===== config.mk =====
export PLATFORM = sky130hd
export DESIGN_NAME = alu_share_arb_flat
export DESIGN_NICKNAME = d
export VERILOG_FILES = /design/src/rtl/alu_pkg.sv /design/src/rtl/alu_share_arb_if.sv /design/src/rtl/alu.sv /design/src/rtl/rr_arb2.sv /design/src/rtl/alu_share_arb.sv /design/src/flat_wrapper.sv
export SDC_FILE = /design/constraint.sdc
export NUM_CORES = 1
export LEC_CHECK = 0
export CORE_MARGIN = 2
export CORE_UTILIZATION = 35
export DETAILED_ROUTE_END_ITERATION = 16
export MAX_ROUTING_LAYER = met4
export RECOVER_POWER = 50
export REMOVE_ABC_BUFFERS = 1
export SLEW_MARGIN = 5
export SYNTH_ARGS = -nofsm -noshare
export SYNTH_HDL_FRONTEND = slang
export SYNTH_SLANG_ARGS = --single-unit

===== constraint.sdc =====
create_clock -name clk -period 4.8 [get_ports clk]
set_input_delay 0.48 -clock clk [delete_from_list [all_inputs] [get_ports clk]]
set_output_delay 0.48 -clock clk [all_outputs]
set_load 0.03 [all_outputs]

===== src/rtl/alu_pkg.sv =====
// alu_pkg: shared definitions for the shared-ALU arbiter.
//   - ALU op code constants and the legality check used for rsp_illegal
//   - requester ids (pipeline = 0, auxiliary/AGU = 1)
//   - response slot state type, also exported as a debug output
package alu_pkg;

  localparam logic [3:0] ALU_ADD = 4'b0010;
  localparam logic [3:0] ALU_SUB = 4'b0110;
  localparam logic [3:0] ALU_AND = 4'b0000;
  localparam logic [3:0] ALU_OR  = 4'b0001;

  localparam logic REQ_PIPE = 1'b0;
  localparam logic REQ_AUX  = 1'b1;

  typedef enum logic {
    SLOT_EMPTY = 1'b0,
    SLOT_FULL  = 1'b1
  } slot_state_e;

  function automatic logic alu_op_legal(input logic [3:0] op);
    return (op == ALU_ADD) || (op == ALU_SUB) || (op == ALU_AND) || (op == ALU_OR);
  endfunction

endpackage


===== src/rtl/alu_share_arb_if.sv =====
// alu_share_arb_if: request/response bundle between issue logic and the
// shared-ALU arbiter.
//   master : issue side (drives requests, consumes responses)
//   slave  : arbiter side
// Handshake: a transfer happens on any rising clock edge where valid and
// ready are both 1 for the same requester bit; valid must not wait on
// ready, and ready may depend combinationally on valid.
interface alu_share_arb_if #(
  parameter int XLEN = 32
);
  logic [1:0]      req_valid;
  logic [1:0]      req_ready;
  logic [XLEN-1:0] req0_a;
  logic [XLEN-1:0] req0_b;
  logic [3:0]      req0_op;
  logic [XLEN-1:0] req1_a;
  logic [XLEN-1:0] req1_b;
  logic [3:0]      req1_op;
  logic [1:0]      rsp_valid;
  logic [1:0]      rsp_ready;
  logic [XLEN-1:0] rsp_result;
  logic            rsp_zero;
  logic            rsp_illegal;

  modport master (
    output req_valid, req0_a, req0_b, req0_op, req1_a, req1_b, req1_op, rsp_ready,
    input  req_ready, rsp_valid, rsp_result, rsp_zero, rsp_illegal
  );

  modport slave (
    input  req_valid, req0_a, req0_b, req0_op, req1_a, req1_b, req1_op, rsp_ready,
    output req_ready, rsp_valid, rsp_result, rsp_zero, rsp_illegal
  );
endinterface


===== src/rtl/alu.sv =====
// alu: combinational integer ALU.
//   a, b   : operands
//   op     : ALU_ADD / ALU_SUB / ALU_AND / ALU_OR; other codes give 0
//   result : modulo-2^XLEN result (carry/borrow dropped)
//   zero   : result == 0
module alu
  import alu_pkg::*;
#(
  parameter int XLEN = 32
) (
  input  logic [XLEN-1:0] a,
  input  logic [XLEN-1:0] b,
  input  logic [3:0]      op,
  output logic [XLEN-1:0] result,
  output logic            zero
);

  always_comb begin
    result = '0;
    case (op)
      ALU_ADD: result = a + b;
      ALU_SUB: result = a - b;
      ALU_AND: result = a & b;
      ALU_OR:  result = a | b;
      default: result = '0;
    endcase
  end

  assign zero = (result == '0);

endmodule


===== src/rtl/rr_arb2.sv =====
// rr_arb2: combinational 2-way round-robin grant.
//   req_valid : per-requester request
//   last      : requester accepted most recently (held by the parent)
//   grant     : one-hot winner, 00 when nobody requests
module rr_arb2 (
  input  logic [1:0] req_valid,
  input  logic       last,
  output logic [1:0] grant
);

  always_comb begin
    grant = 2'b00;
    case (req_valid)
      2'b01:   grant = 2'b01;
      2'b10:   grant = 2'b10;
      // contention: whoever was not served last goes first
      2'b11:   grant = last ? 2'b01 : 2'b10;
      default: grant = 2'b00;
    endcase
  end

endmodule


===== src/rtl/alu_share_arb.sv =====
// alu_share_arb: time-shares one ALU between the integer pipeline
// (requester 0) and the auxiliary unit (requester 1), with a one-entry
// registered response slot.
//   clk, rst_n : clock, asynchronous active-low reset
//   bus        : request/response bundle (slave side)
//   dbg_state  : response slot state
//   dbg_last   : requester accepted most recently
module alu_share_arb
  import alu_pkg::*;
#(
  parameter int XLEN = 32
) (
  input  logic                  clk,
  input  logic                  rst_n,
  alu_share_arb_if.slave        bus,
  output slot_state_e           dbg_state,
  output logic                  dbg_last
);

  slot_state_e     state_q;
  logic [1:0]      rsp_valid_q;
  logic [XLEN-1:0] result_q;
  logic            zero_q;
  logic            illegal_q;
  logic            last_q;

  logic [1:0]      grant;
  logic            slot_free;
  logic [1:0]      ready;
  logic            accept;
  logic            drain;
  logic [XLEN-1:0] alu_a;
  logic [XLEN-1:0] alu_b;
  logic [3:0]      alu_op;
  logic [XLEN-1:0] alu_result;
  logic            alu_zero;
  logic            op_illegal;

  rr_arb2 u_arb (
    .req_valid (bus.req_valid),
    .last      (last_q),
    .grant     (grant)
  );

  // Only the owning requester's rsp_ready matters: rsp_valid_q is one-hot.
  assign drain     = (state_q == SLOT_FULL) && (|(rsp_valid_q & bus.rsp_ready));
  assign slot_free = (state_q == SLOT_EMPTY) || drain;
  // rst_n gating keeps ready low for the whole time reset is held.
  assign ready     = grant & {2{slot_free & rst_n}};
  assign accept    = |(bus.req_valid & ready);

  // Operand mux follows the grant, not ready, so it has no path from rsp_ready.
  assign alu_a  = grant[REQ_AUX] ? bus.req1_a  : bus.req0_a;
  assign alu_b  = grant[REQ_AUX] ? bus.req1_b  : bus.req0_b;
  assign alu_op = grant[REQ_AUX] ? bus.req1_op : bus.req0_op;

  alu #(.XLEN(XLEN)) u_alu (
    .a      (alu_a),
    .b      (alu_b),
    .op     (alu_op),
    .result (alu_result),
    .zero   (alu_zero)
  );

  assign op_illegal = ~alu_op_legal(alu_op);

  // Slot FSM; an accept in the same cycle as a drain refills with no bubble.
  always_ff @(posedge clk or negedge rst_n) begin
    if (!rst_n) begin
      state_q     <= SLOT_EMPTY;
      rsp_valid_q <= 2'b00;
      result_q    <= '0;
      zero_q      <= 1'b0;
      illegal_q   <= 1'b0;
      last_q      <= REQ_AUX;
    end else if (accept) begin
      state_q     <= SLOT_FULL;
      rsp_valid_q <= ready;
      result_q    <= alu_result;
      zero_q      <= alu_zero;
      illegal_q   <= op_illegal;
      last_q      <= ready[REQ_AUX];
    end else if (drain) begin
      state_q     <= SLOT_EMPTY;
      rsp_valid_q <= 2'b00;
    end
  end

  assign bus.req_ready   = ready;
  assign bus.rsp_valid   = rsp_valid_q;
  assign bus.rsp_result  = result_q;
  assign bus.rsp_zero    = zero_q;
  assign bus.rsp_illegal = illegal_q;
  assign dbg_state       = state_q;
  assign dbg_last        = last_q;

endmodule


===== src/flat_wrapper.sv =====
// flat-port wrapper written by rule: the top's interface ports become plain ports
module alu_share_arb_flat import alu_pkg::*;
#(
  parameter int XLEN = 32
)
  (clk, rst_n, dbg_state, dbg_last, bus_req_valid, bus_req0_a, bus_req0_b, bus_req0_op, bus_req1_a, bus_req1_b, bus_req1_op, bus_rsp_ready, bus_req_ready, bus_rsp_valid, bus_rsp_result, bus_rsp_zero, bus_rsp_illegal);
  alu_share_arb_if #(.XLEN(XLEN)) bus_i ();
  input  logic clk;
  input  logic rst_n;
  output slot_state_e dbg_state;
  output logic dbg_last;
  input wire logic [$bits(bus_i.req_valid)-1:0] bus_req_valid;
  input wire logic [$bits(bus_i.req0_a)-1:0] bus_req0_a;
  input wire logic [$bits(bus_i.req0_b)-1:0] bus_req0_b;
  input wire logic [$bits(bus_i.req0_op)-1:0] bus_req0_op;
  input wire logic [$bits(bus_i.req1_a)-1:0] bus_req1_a;
  input wire logic [$bits(bus_i.req1_b)-1:0] bus_req1_b;
  input wire logic [$bits(bus_i.req1_op)-1:0] bus_req1_op;
  input wire logic [$bits(bus_i.rsp_ready)-1:0] bus_rsp_ready;
  output wire logic [$bits(bus_i.req_ready)-1:0] bus_req_ready;
  output wire logic [$bits(bus_i.rsp_valid)-1:0] bus_rsp_valid;
  output wire logic [$bits(bus_i.rsp_result)-1:0] bus_rsp_result;
  output wire logic [$bits(bus_i.rsp_zero)-1:0] bus_rsp_zero;
  output wire logic [$bits(bus_i.rsp_illegal)-1:0] bus_rsp_illegal;
  assign bus_i.req_valid = bus_req_valid;
  assign bus_i.req0_a = bus_req0_a;
  assign bus_i.req0_b = bus_req0_b;
  assign bus_i.req0_op = bus_req0_op;
  assign bus_i.req1_a = bus_req1_a;
  assign bus_i.req1_b = bus_req1_b;
  assign bus_i.req1_op = bus_req1_op;
  assign bus_i.rsp_ready = bus_rsp_ready;
  assign bus_req_ready = bus_i.req_ready;
  assign bus_rsp_valid = bus_i.rsp_valid;
  assign bus_rsp_result = bus_i.rsp_result;
  assign bus_rsp_zero = bus_i.rsp_zero;
  assign bus_rsp_illegal = bus_i.rsp_illegal;
  alu_share_arb #(.XLEN(XLEN)) u_core (.clk(clk), .rst_n(rst_n), .bus(bus_i), .dbg_state(dbg_state), .dbg_last(dbg_last));
endmodule

* Word level (Yosys, flattened, before mapping)
Index checks and enable logic that the tools add are counted.
** Cells by class
- Equal/unequal tests :: 6
- $add $sub $neg :: 2
- Bitwise gates (word level) :: 8
- Reductions and logical operators :: 10
- Mux-type cells :: 10
** Operator list (number)
- one-hot mux 32 bit (4 select lines) :: 1
- two-way mux 32 bit :: 2
- adder 32 bit :: 1
- bitwise AND 32 bit :: 1
- zero test 32 bit :: 1
- OR 32 bit :: 1
- subtractor 32 bit :: 1
- bitwise AND 2 bit :: 3
- two-way mux 2 bit :: 3
- one-hot mux 2 bit (3 select lines) :: 1
- == test 2 bit (second input constant) :: 2
- == test 4 x 1 -> 1 bit (second input constant) :: 1
- == test 4 x 2 -> 1 bit (second input constant) :: 1
- == test 4 x 3 -> 1 bit (second input constant) :: 1
- zero test 4 bit :: 1
- logical OR 1 bit :: 4
- two-way mux 4 bit :: 1
- OR reduction 2 bit :: 2
- == test 2 x 1 -> 1 bit (second input constant) :: 1
- two-way mux 1 bit :: 2
- NOT 1 bit :: 2
- nonzero test 2 bit :: 1
- bitwise AND 1 bit :: 1
- logical AND 1 bit :: 1
** Storage, ports and cells
- Input bits :: 142
- Word-level logic and storage cells :: 42
- Bits in registers :: 38
- Output and inout bits :: 40

* Logic depth before layout (Yosys ltp)
Gate-level depths: netlist of run 1.
- Depth after elaboration :: 9
- Gate-level depth with buffers :: 22
- Gate-level depth less buffers :: 19

* Modules after synthesis
Synthesis of run 1 repeated with hierarchy kept, for this count alone.
** Second synthesis, totals
- Cell total of the unflattened synthesis :: 657
- Area, all modules :: 5634.2 µm²
** By module, submodules not included
- alu :: instances 1, area each 3296.9 µm², cells each 482, seq. area each 0.0 µm²
- alu_share_arb :: instances 1, area each 2318.5 µm², cells each 172, seq. area each 952.2 µm²
- rr_arb2 :: instances 1, area each 18.8 µm², cells each 3, seq. area each 0.0 µm²

* Least setup slack after synthesis of run 1
Ideal clock, no wire load.
- Path kind :: flip-flop to flip-flop
- Start :: register u_core.last_q, in the netlist u_core.dbg_last
- End :: register u_core.zero_q, in the netlist u_core.bus.rsp_zero
- Setup slack :: -0.395 ns
- Buffers on the path :: 7
- Data required time :: 4.697 ns
- Period minus slack after synthesis :: 5.195 ns
- Arrival :: 5.091 ns
- Stages on the path, launching flop included :: 21
- Path through :: dfstp_2 a21bo_4 buf_6 buf_6 buf_2 buf_2 buf_2 buf_2 clkbuf_1 nand2_1 and2_1 fa_1 and2b_1 o2111ai_2 a21o_1 a211o_1 a2111oi_2 mux2i_1 nor4_1 o2111ai_1 o41ai_2
** Between the ends
- Word-level cells in the longest chain between the ends :: 6
** RTL lines
- start, declared :: line alu_share_arb.sv:25 : logic last_q;
- start signal, assigned :: line alu_share_arb.sv:82 : last_q <= ready[REQ_AUX];
- two-way mux 2 bit (*) :: line rr_arb2.sv:17 : 2'b11: grant = last ? 2'b01 : 2'b10;
- one-hot mux 2 bit (3 select lines) (*) :: line rr_arb2.sv:13 : case (req_valid)
- two-way mux 32 bit (tied with other cells) :: line alu_share_arb.sv:53 : assign alu_a = grant[REQ_AUX] ? bus.req1_a : bus.req0_a;
- subtractor 32 bit (tied with other cells) :: line alu.sv:22 : ALU_SUB: result = a - b;
- one-hot mux 32 bit (4 select lines) :: line alu.sv:20 : case (op)
- zero test 32 bit :: line alu.sv:29 : assign zero = (result == '0);
- end signal, assigned :: line alu_share_arb.sv:80 : zero_q <= alu_zero;
- end, declared :: line alu_share_arb.sv:23 : logic zero_q;
Mark *: on every way between the ends. The rest lies on a longest branch, timed or not.
A chain may end at the register's enable or synchronous reset.

* Worst setup path after layout of run 1
- Start :: input port bus_req0_b[3]
- End :: register u_core.zero_q, in the netlist u_core.bus.rsp_zero
** Between the ends
- Word-level cells in the longest chain between the ends :: 4
** RTL lines
- start, declared :: line flat_wrapper.sv:14 : input wire logic [$bits(bus_i.req0_b)-1:0] bus_req0_b;
- two-way mux 32 bit (*) :: line alu_share_arb.sv:54 : assign alu_b = grant[REQ_AUX] ? bus.req1_b : bus.req0_b;
- subtractor 32 bit (tied with other cells) :: line alu.sv:22
- one-hot mux 32 bit (4 select lines) (*) :: line alu.sv:20
- zero test 32 bit (*) :: line alu.sv:29
Marked as above.

==> results of run 1 <==
synth_stat cells (4+ instances only):
cell type                  count  area, um2
sky130_fd_sc_hd__or4_1         6       45.0
sky130_fd_sc_hd__o31ai_1       4       30.0
sky130_fd_sc_hd__mux2i_1      27        270
sky130_fd_sc_hd__o21bai_1      5       37.5
sky130_fd_sc_hd__dfrtp_1      37        926
sky130_fd_sc_hd__and3_1       10       62.6
sky130_fd_sc_hd__a21o_1       20        150
sky130_fd_sc_hd__ha_1         30        375
sky130_fd_sc_hd__nor2_1       62        233
sky130_fd_sc_hd__maj3_1       14        140
sky130_fd_sc_hd__mux2i_2       4       55.1
sky130_fd_sc_hd__clkbuf_1     35        131
sky130_fd_sc_hd__a21oi_1      82        410
sky130_fd_sc_hd__nor2b_1       5       31.3
sky130_fd_sc_hd__xor2_1       28        245
sky130_fd_sc_hd__a22oi_1       4       30.0
sky130_fd_sc_hd__a311oi_1      5       43.8
sky130_fd_sc_hd__nor3_1       34        170
sky130_fd_sc_hd__inv_1        16       60.1
sky130_fd_sc_hd__o31a_1        6       52.6
sky130_fd_sc_hd__nand2b_1      7       43.8
sky130_fd_sc_hd__a211oi_1     13       97.6
sky130_fd_sc_hd__and2_1        9       56.3
sky130_fd_sc_hd__buf_1         6       22.5
sky130_fd_sc_hd__nor3b_1       5       37.5
sky130_fd_sc_hd__nand3_1      13       65.1
sky130_fd_sc_hd__buf_2        14       70.1
sky130_fd_sc_hd__mux2_2       13        146
sky130_fd_sc_hd__o211ai_1      9       67.6
sky130_fd_sc_hd__or3_1        10       62.6
sky130_fd_sc_hd__o21a_1       16        120
sky130_fd_sc_hd__or2_2         4       25.0
sky130_fd_sc_hd__nor4_1       18        113
sky130_fd_sc_hd__nand4_1      15       93.8
sky130_fd_sc_hd__o21ai_0      57        285
sky130_fd_sc_hd__nand2_1     161        604
sky130_fd_sc_hd__a31oi_1      14       87.6
sky130_fd_sc_hd__xnor2_1      17        149
power by group through the flow:
| stage | clock (mW) | sequential, mW | combinational [mW] |
|---|---|---|---|
| 6_report | 0.375 | 0.536 | 3.19 |
| 5_1_grt | 0.397 | 0.557 | 3.43 |
| 4_1_cts | 0.383 | 0.542 | 3.01 |
| 3_5_place_dp | 0 | 0.544 | 2.96 |
| 3_3_place_gp | 0 | 0.543 | 2.95 |
| 2_1_floorplan | 0 | 0.793 | 1.30 |
sequential cells by signal, indices dropped and copies added, names as in the netlist:
signal                  flops
u_core.bus.rsp_illegal      1
u_core.bus.rsp_result      32
u_core.bus.rsp_valid        2
u_core.dbg_last             1
u_core.dbg_state            1
u_core.bus.rsp_zero         1
through the flow:
step,hold WS [ps],instance area [um2],utilization,setup WS [ps],instances
2_1_floorplan,184,6140,-,-1570,851
3_3_place_gp,453,9850,0.549,-606,1472
3_5_place_dp,456,9850,0.549,-737,1472
4_1_cts,343,10100,0.565,5.48,1481
5_1_grt,499,10600,0.588,-87.1,1490
6_report,465,10600,0.588,191,1490
cell type report:
class | instances | area [um2] | share of cell area
Tap cell | 229 | 287 | 0.0271
Timing Repair Buffer | 402 | 3520 | 0.333
Sequential cell | 38 | 952 | 0.0901
Inverter | 16 | 60.1 | 0.00568
Clock buffer | 5 | 125 | 0.0118
Multi-Input combinational cell | 797 | 5580 | 0.528
Clock inverter | 3 | 45.0 | 0.00426
routing by layer:
layer,global-route usage,vias to the layer above,routed length [um]
met5,-,-,0
met4,0.0734,0,561
met3,0.0238,32,1180
met2,0.403,244,11600
met1,0.387,3768,13100
li1,-,4056,-
worst max-delay path by stage:
stage	endpoint	cells after the start
6_report	u_core.bus.rsp_zero	21
5_1_grt	u_core.bus.rsp_zero	21
4_1_cts	u_core.bus.rsp_zero	21
3_5_place_dp	u_core.bus.rsp_zero	20
3_3_place_gp	u_core.bus.rsp_zero	20
2_1_floorplan	u_core.bus.rsp_zero	16
cell families after synthesis:
kind of cell	Yosys count	share of synthesized area
AND/OR/NAND/NOR	375	0.279
AO/OA/AOI/OAI	284	0.292
buffers and inverters	74	0.0491
multiplexers	48	0.0856
XOR/XNOR	45	0.0617
adder cells (fa/ha/maj)	45	0.0838
flip-flops	38	0.149
worst min-delay path, cell delays in order, from the launching register on:
cell and delay (ps):
sky130_fd_sc_hd__dfrtp_1 330, sky130_fd_sc_hd__nand2_1 50, sky130_fd_sc_hd__nand2_1 50
timing repair:
| action | in CTS | in global routing |
|---|---|---|
| gates resized for setup | 23 | 90 |
| hold buffers | 0 | 0 |
| gates cloned | 0 | 0 |
| pin swaps | 1 | 46 |
| setup endpoints to repair | 7 | 9 |
| buffers inserted | 1 | 9 |
==> results_dict.tcl, run 1 <==
set metrics [dict create \
    outcome "finished with violations" \
    failed_checks "capacitance limit, slew limit" \
    grt_antenna_before_repair 0 \
    cts_made_buffers 5 \
    overall_overflow_remaining_after_global_route 0 \
    max_stage_delay_ps 450 \
    synth.yosys.seq_area_share 0.149 \
    cts.sinks 38 \
    top_family_by_delay_on_critical_path "compound AO/OA/AOI/OAI gates" \
    hpwl_um 21800 \
    vias_per_cell 5.44 \
    switchingPower_mw 1.91 \
    clock_skew_ps 5.83 \
    cpMaxStageDelayCell "sky130_fd_sc_hd__clkdlybuf4s50_1" \
    cellPowerDensity_nw_per_um2 387 \
    setup.worst_path.start_class "primary input" \
    layout_commonest_cell "sky130_fd_sc_hd__buf_4" \
    synth_edf_count 0 \
    avgRoutedWirePerCell_um 17.7 \
    rr_startpoint "u_core.dbg_last" \
    number_of_global_route_vias_before_repair 7682 \
    gr-usage-all-layers 0.269 \
    layout.cells.most_common_list "sky130_fd_sc_hd__buf_4 (211), sky130_fd_sc_hd__nand2_1 (161), sky130_fd_sc_hd__clkdlybuf4s50_1 (156)" \
    postSynthCellCount 909 \
    worstPathCellList "clkdlybuf4s50_1, nor3_2, nor4b_2, buf_4, a22oi_2, buf_4, nand2b_4, a21oi_4, nor2b_4, nor2_1, xor2_1, ha_2, buf_4, a21o_1, o21bai_1, nor3_1, a21oi_2, mux2i_2, a2111oi_2, nand4_1, o41ai_2" \
    worstReg2RegEnd "u_core.bus.rsp_zero" \
    cts_tree "done" \
    start_util 0.356 \
    rr_worst_depth 15 \
    maximum_clock_frequency_mhz 217 \
    port_buffers 181 \
    critical_path_capture_point_type "flip-flop" \
    hold_start "u_core.bus.rsp_result[0]" \
    antenna_violating_nets_post_route 0 \
    globalplace.congestion 0.974 \
    count_of_state_elements_after_synthesis 38 \
    flow.area_growth_from_synthesis_pct 65.4 \
    worst-endpoint-required_ps 4990 \
    postSynthAreaPerCell_um2 7.03 \
    critical-path-top-cell-by-count "sky130_fd_sc_hd__buf_4" \
    setup_total_negative_slack_ps 0 \
    combinationalPowerShare 0.778 \
    timing.slew.headroom -0.324 \
    netlist_area_um2 6390 \
    dr.pass1.iters 6 \
    setup-violations-final 0 \
    final_layout_size_suffix_gt1_frac 0.266 \
    register_to_register_setup_slack_ps 190 \
    maxCapViolCount 1 \
    timing_worst_setup_path_type "in2reg" \
    synth.yosys.warnings 0 \
    grt_first_pass_wirelength_um 41000 \
    critPathBufInv 4 \
    clock_power_share 0.092 \
    number_of_distinct_standard_cells_referenced_by_the_synthesized_netlist 83 \
    cts_max_path_bufs 2 \
    cts-root-buf "sky130_fd_sc_hd__clkbuf_16" \
    cp.arrival_ps 4790 \
    min_path_type "reg2reg" \
    detailroute.via_count 8100 \
    internal_power_mw 2.19 \
    dominantRegCellSynth "sky130_fd_sc_hd__dfrtp_1" \
    worst_hold_path_cell_count 2 \
    maxSlewViolCount 40 \
    die_area_um2 19400 \
    worst-slew-pin-transition_ps 1990 \
    netSwitchingFraction 0.466 \
    io_pins 182 \
    cts_max_level 2 \
    crit_path_max_fanout 5 \
    power_leakage_nw 4.64 \
    clock_insertion_delay_worst_skew_ps 280 \
    drtIter0Drc 563 \
    pin_count_of_the_biggest_net_entering_global_routing 47 \
    cp-startpoint "bus_req0_b[3]" \
    hold-path-endpoint "u_core.bus.rsp_result[0]" \
    vdd_drop_max_uv 363 \
    dieWidth_um 139 \
    synth-async-reset-ratio 1.00 \
    final_min_period_over_clock_period 0.960 \
    antenna_cells 0 \
    fillers 1721 \
    coreArea_um2 18000 \
    drc_viols 0 \
    total_power_mw 4.10 \
    number_of_placement_rows 49 \
    nNetsFinal 1433 \
    dieHeight_um 139 \
    power_frac_seq 0.131 \
    finalWorstPathRequiredPeriod_ps 4610 \
    postRouteWirelength_um 26400 \
    clkTransAtPathRegs_ps 60 \
    final_hold_viol_count 0 \
]
No activity file was read; power rests on OpenSTA's default activity.
==> run 2: changes to the inputs <==
Settings changed: ABC_CLOCK_PERIOD_IN_PS set to 4800, PLACE_DENSITY set to 0.68.
==> results_dict.tcl, run 2 (same netlist as run 1, synthesis figures left out) <==
set metrics [dict create \
    layout_commonest_cell "sky130_fd_sc_hd__buf_4" \
    nNetsFinal 1429 \
    avgRoutedWirePerCell_um 17.6 \
    grt_first_pass_wirelength_um 40300 \
    cts_tree "done" \
    hold-path-endpoint "u_core.bus.rsp_result[0]" \
    clock_skew_ps 5.62 \
    worstReg2RegEnd "u_core.bus.rsp_zero" \
    dieHeight_um 139 \
    maxCapViolCount 1 \
    drc_viols 0 \
    regArea_um2 952 \
    timing_worst_setup_path_type "in2reg" \
    placedInstanceArea_um2 9810 \
    clock_insertion_delay_worst_skew_ps 280 \
    dieWidth_um 139 \
    outcome "finished with violations" \
    largest_register_ff_count 32 \
    postRouteWirelength_um 26100 \
    critical_path_capture_point_type "flip-flop" \
    cts.sinks 38 \
    final.setup.worst_slack_ps 203 \
    final_core_utilization 0.583 \
    register_to_register_setup_slack_ps 260 \
    crit_path_max_fanout 5 \
    worst-endpoint-required_ps 4980 \
    detailroute.via_count 8255 \
    final_layout_size_suffix_gt1_frac 0.251 \
    cts_max_path_bufs 2 \
    coreArea_um2 18000 \
    power_leakage_nw 4.63 \
    worst-slew-pin-transition_ps 2030 \
    overall_overflow_remaining_after_global_route 0 \
    fillers 1642 \
    worst_hold_path_cell_count 2 \
    die_area_um2 19400 \
    cellPowerDensity_nw_per_um2 391 \
    maxSlewViolCount 41 \
    rr_worst_depth 19 \
    dp_worst_setup_slack_ps -658 \
    number_of_global_route_vias_before_repair 7603 \
    post_cts_hold_buffer_count 0 \
    hpwl_um 21300 \
    number_of_placement_rows 49 \
    finalWorstPathRequiredPeriod_ps 4600 \
    layout.cells.most_common_list "sky130_fd_sc_hd__buf_4 (209), sky130_fd_sc_hd__nand2_1 (161), sky130_fd_sc_hd__clkdlybuf4s50_1 (155)" \
    hold_start "u_core.bus.rsp_result[0]" \
    multiInputGateArea_um2 5470 \
    globalplace.congestion 0.957 \
    vdd_drop_max_uv 466 \
    cp.arrival_ps 4780 \
    min_path_type "reg2reg" \
    pin_count_of_the_biggest_net_entering_global_routing 47 \
    start_util 0.356 \
    finish.instance_area_um2 10500 \
    antenna_cells 0 \
    final_hold_viol_count 0 \
    dr.pass1.iters 5 \
    flow.area_growth_from_synthesis_pct 63.8 \
    failed_checks "capacitance limit, slew limit" \
    port_buffers 181 \
    timing.slew.headroom -0.351 \
    grt_antenna_before_repair 0 \
    vias_per_cell 5.56 \
    maximum_clock_frequency_mhz 218 \
    io_pins 182 \
    total_power_mw 4.09 \
    gr-usage-all-layers 0.262 \
    clkTransAtPathRegs_ps 60 \
    setup.worst_path.start_class "primary input" \
    drtIter0Drc 460 \
    antenna_violating_nets_post_route 0 \
    cts_max_level 2 \
    cts_made_buffers 5 \
    rr_startpoint "u_core.dbg_last" \
    setup-violations-final 0 \
    final_min_period_over_clock_period 0.958 \
    cts-root-buf "sky130_fd_sc_hd__clkbuf_16" \
]
[run 2: how the worst max path moves through the flow]
stage,end,startpoint,slack (ps),cells after the start
after floorplan,u_core.bus.rsp_zero,bus_req_valid[1],-1570,16
after global placement,u_core.bus.rsp_zero,bus_req1_b[3],-560,21
after detailed placement,u_core.bus.rsp_zero,bus_req0_b[3],-660,21
after CTS,u_core.bus.rsp_zero,bus_req_valid[0],10,17
after global routing,u_core.bus.rsp_zero,bus_req0_b[3],-70,21
final,u_core.bus.rsp_zero,bus_req0_b[3],200,22
[run 2: area by class of cell]
type / count / share of cell area
multi-input cells: 797 / 0.523
repair buffers: 398 / 0.334
flip-flops and latches: 38 / 0.0910
well taps: 229 / 0.0274
clock buffers: 6 / 0.0133
clock inverters: 2 / 0.00574
inverters: 16 / 0.00574
[run 2: per-stage QoR]
| step | hold WS, ps | TNS [ps] | std cells |
|---|---|---|---|
| after floorplan | 184 | -27600 | 851 |
| final | 465 | 0 | 1486 |
| after detailed placement | 464 | -3510 | 1466 |
| after global routing | 515 | -71.2 | 1486 |
| after CTS | 259 | 0 | 1475 |
| after global placement | 461 | -2690 | 1466 |
[run 2: repair_timing]
action / 4_1_cts / 5_1_grt
pin swaps: 7 / 31
setup endpoints to repair: 7 / 10
resized for setup: 25 / 62
hold endpoints to repair: 0 / 0
cloned: 0 / 0
buffers inserted: 1 / 11
[run 2: power breakdown]
part / switching [mW] / internal (mW) / total (mW)
Sequential: 0.0824 / 0.455 / 0.537
Clock: 0.123 / 0.312 / 0.434
Combinational: 1.67 / 1.45 / 3.12
Total: 1.87 / 2.22 / 4.09
[run 2: routing by layer]
metal	wire [um]	vias to the layer above	track usage
li1	-	4064	-
met1	12400	3885	0.378
met2	11700	277	0.411
met3	1520	29	0.0128
met4	540	0	0.0500
met5	0	-	-
[run 2: worst max-delay path, cell delays in order]
cell and delay (ps):
sky130_fd_sc_hd__clkdlybuf4s50_1 440, sky130_fd_sc_hd__nor3_2 180, sky130_fd_sc_hd__nor4b_4 240, sky130_fd_sc_hd__buf_4 160
sky130_fd_sc_hd__a22oi_2 80, sky130_fd_sc_hd__buf_4 150, sky130_fd_sc_hd__nand2b_4 170, sky130_fd_sc_hd__a21oi_4 160
sky130_fd_sc_hd__nor2b_2 180, sky130_fd_sc_hd__a21oi_1 80, sky130_fd_sc_hd__xor2_1 150, sky130_fd_sc_hd__ha_1 380
sky130_fd_sc_hd__inv_1 110, sky130_fd_sc_hd__nor4_2 300, sky130_fd_sc_hd__a221oi_2 120, sky130_fd_sc_hd__or2_2 320
sky130_fd_sc_hd__a41oi_2 210, sky130_fd_sc_hd__buf_4 160, sky130_fd_sc_hd__xor2_1 60, sky130_fd_sc_hd__a21oi_2 170
sky130_fd_sc_hd__o2111ai_2 120, sky130_fd_sc_hd__o41ai_2 370
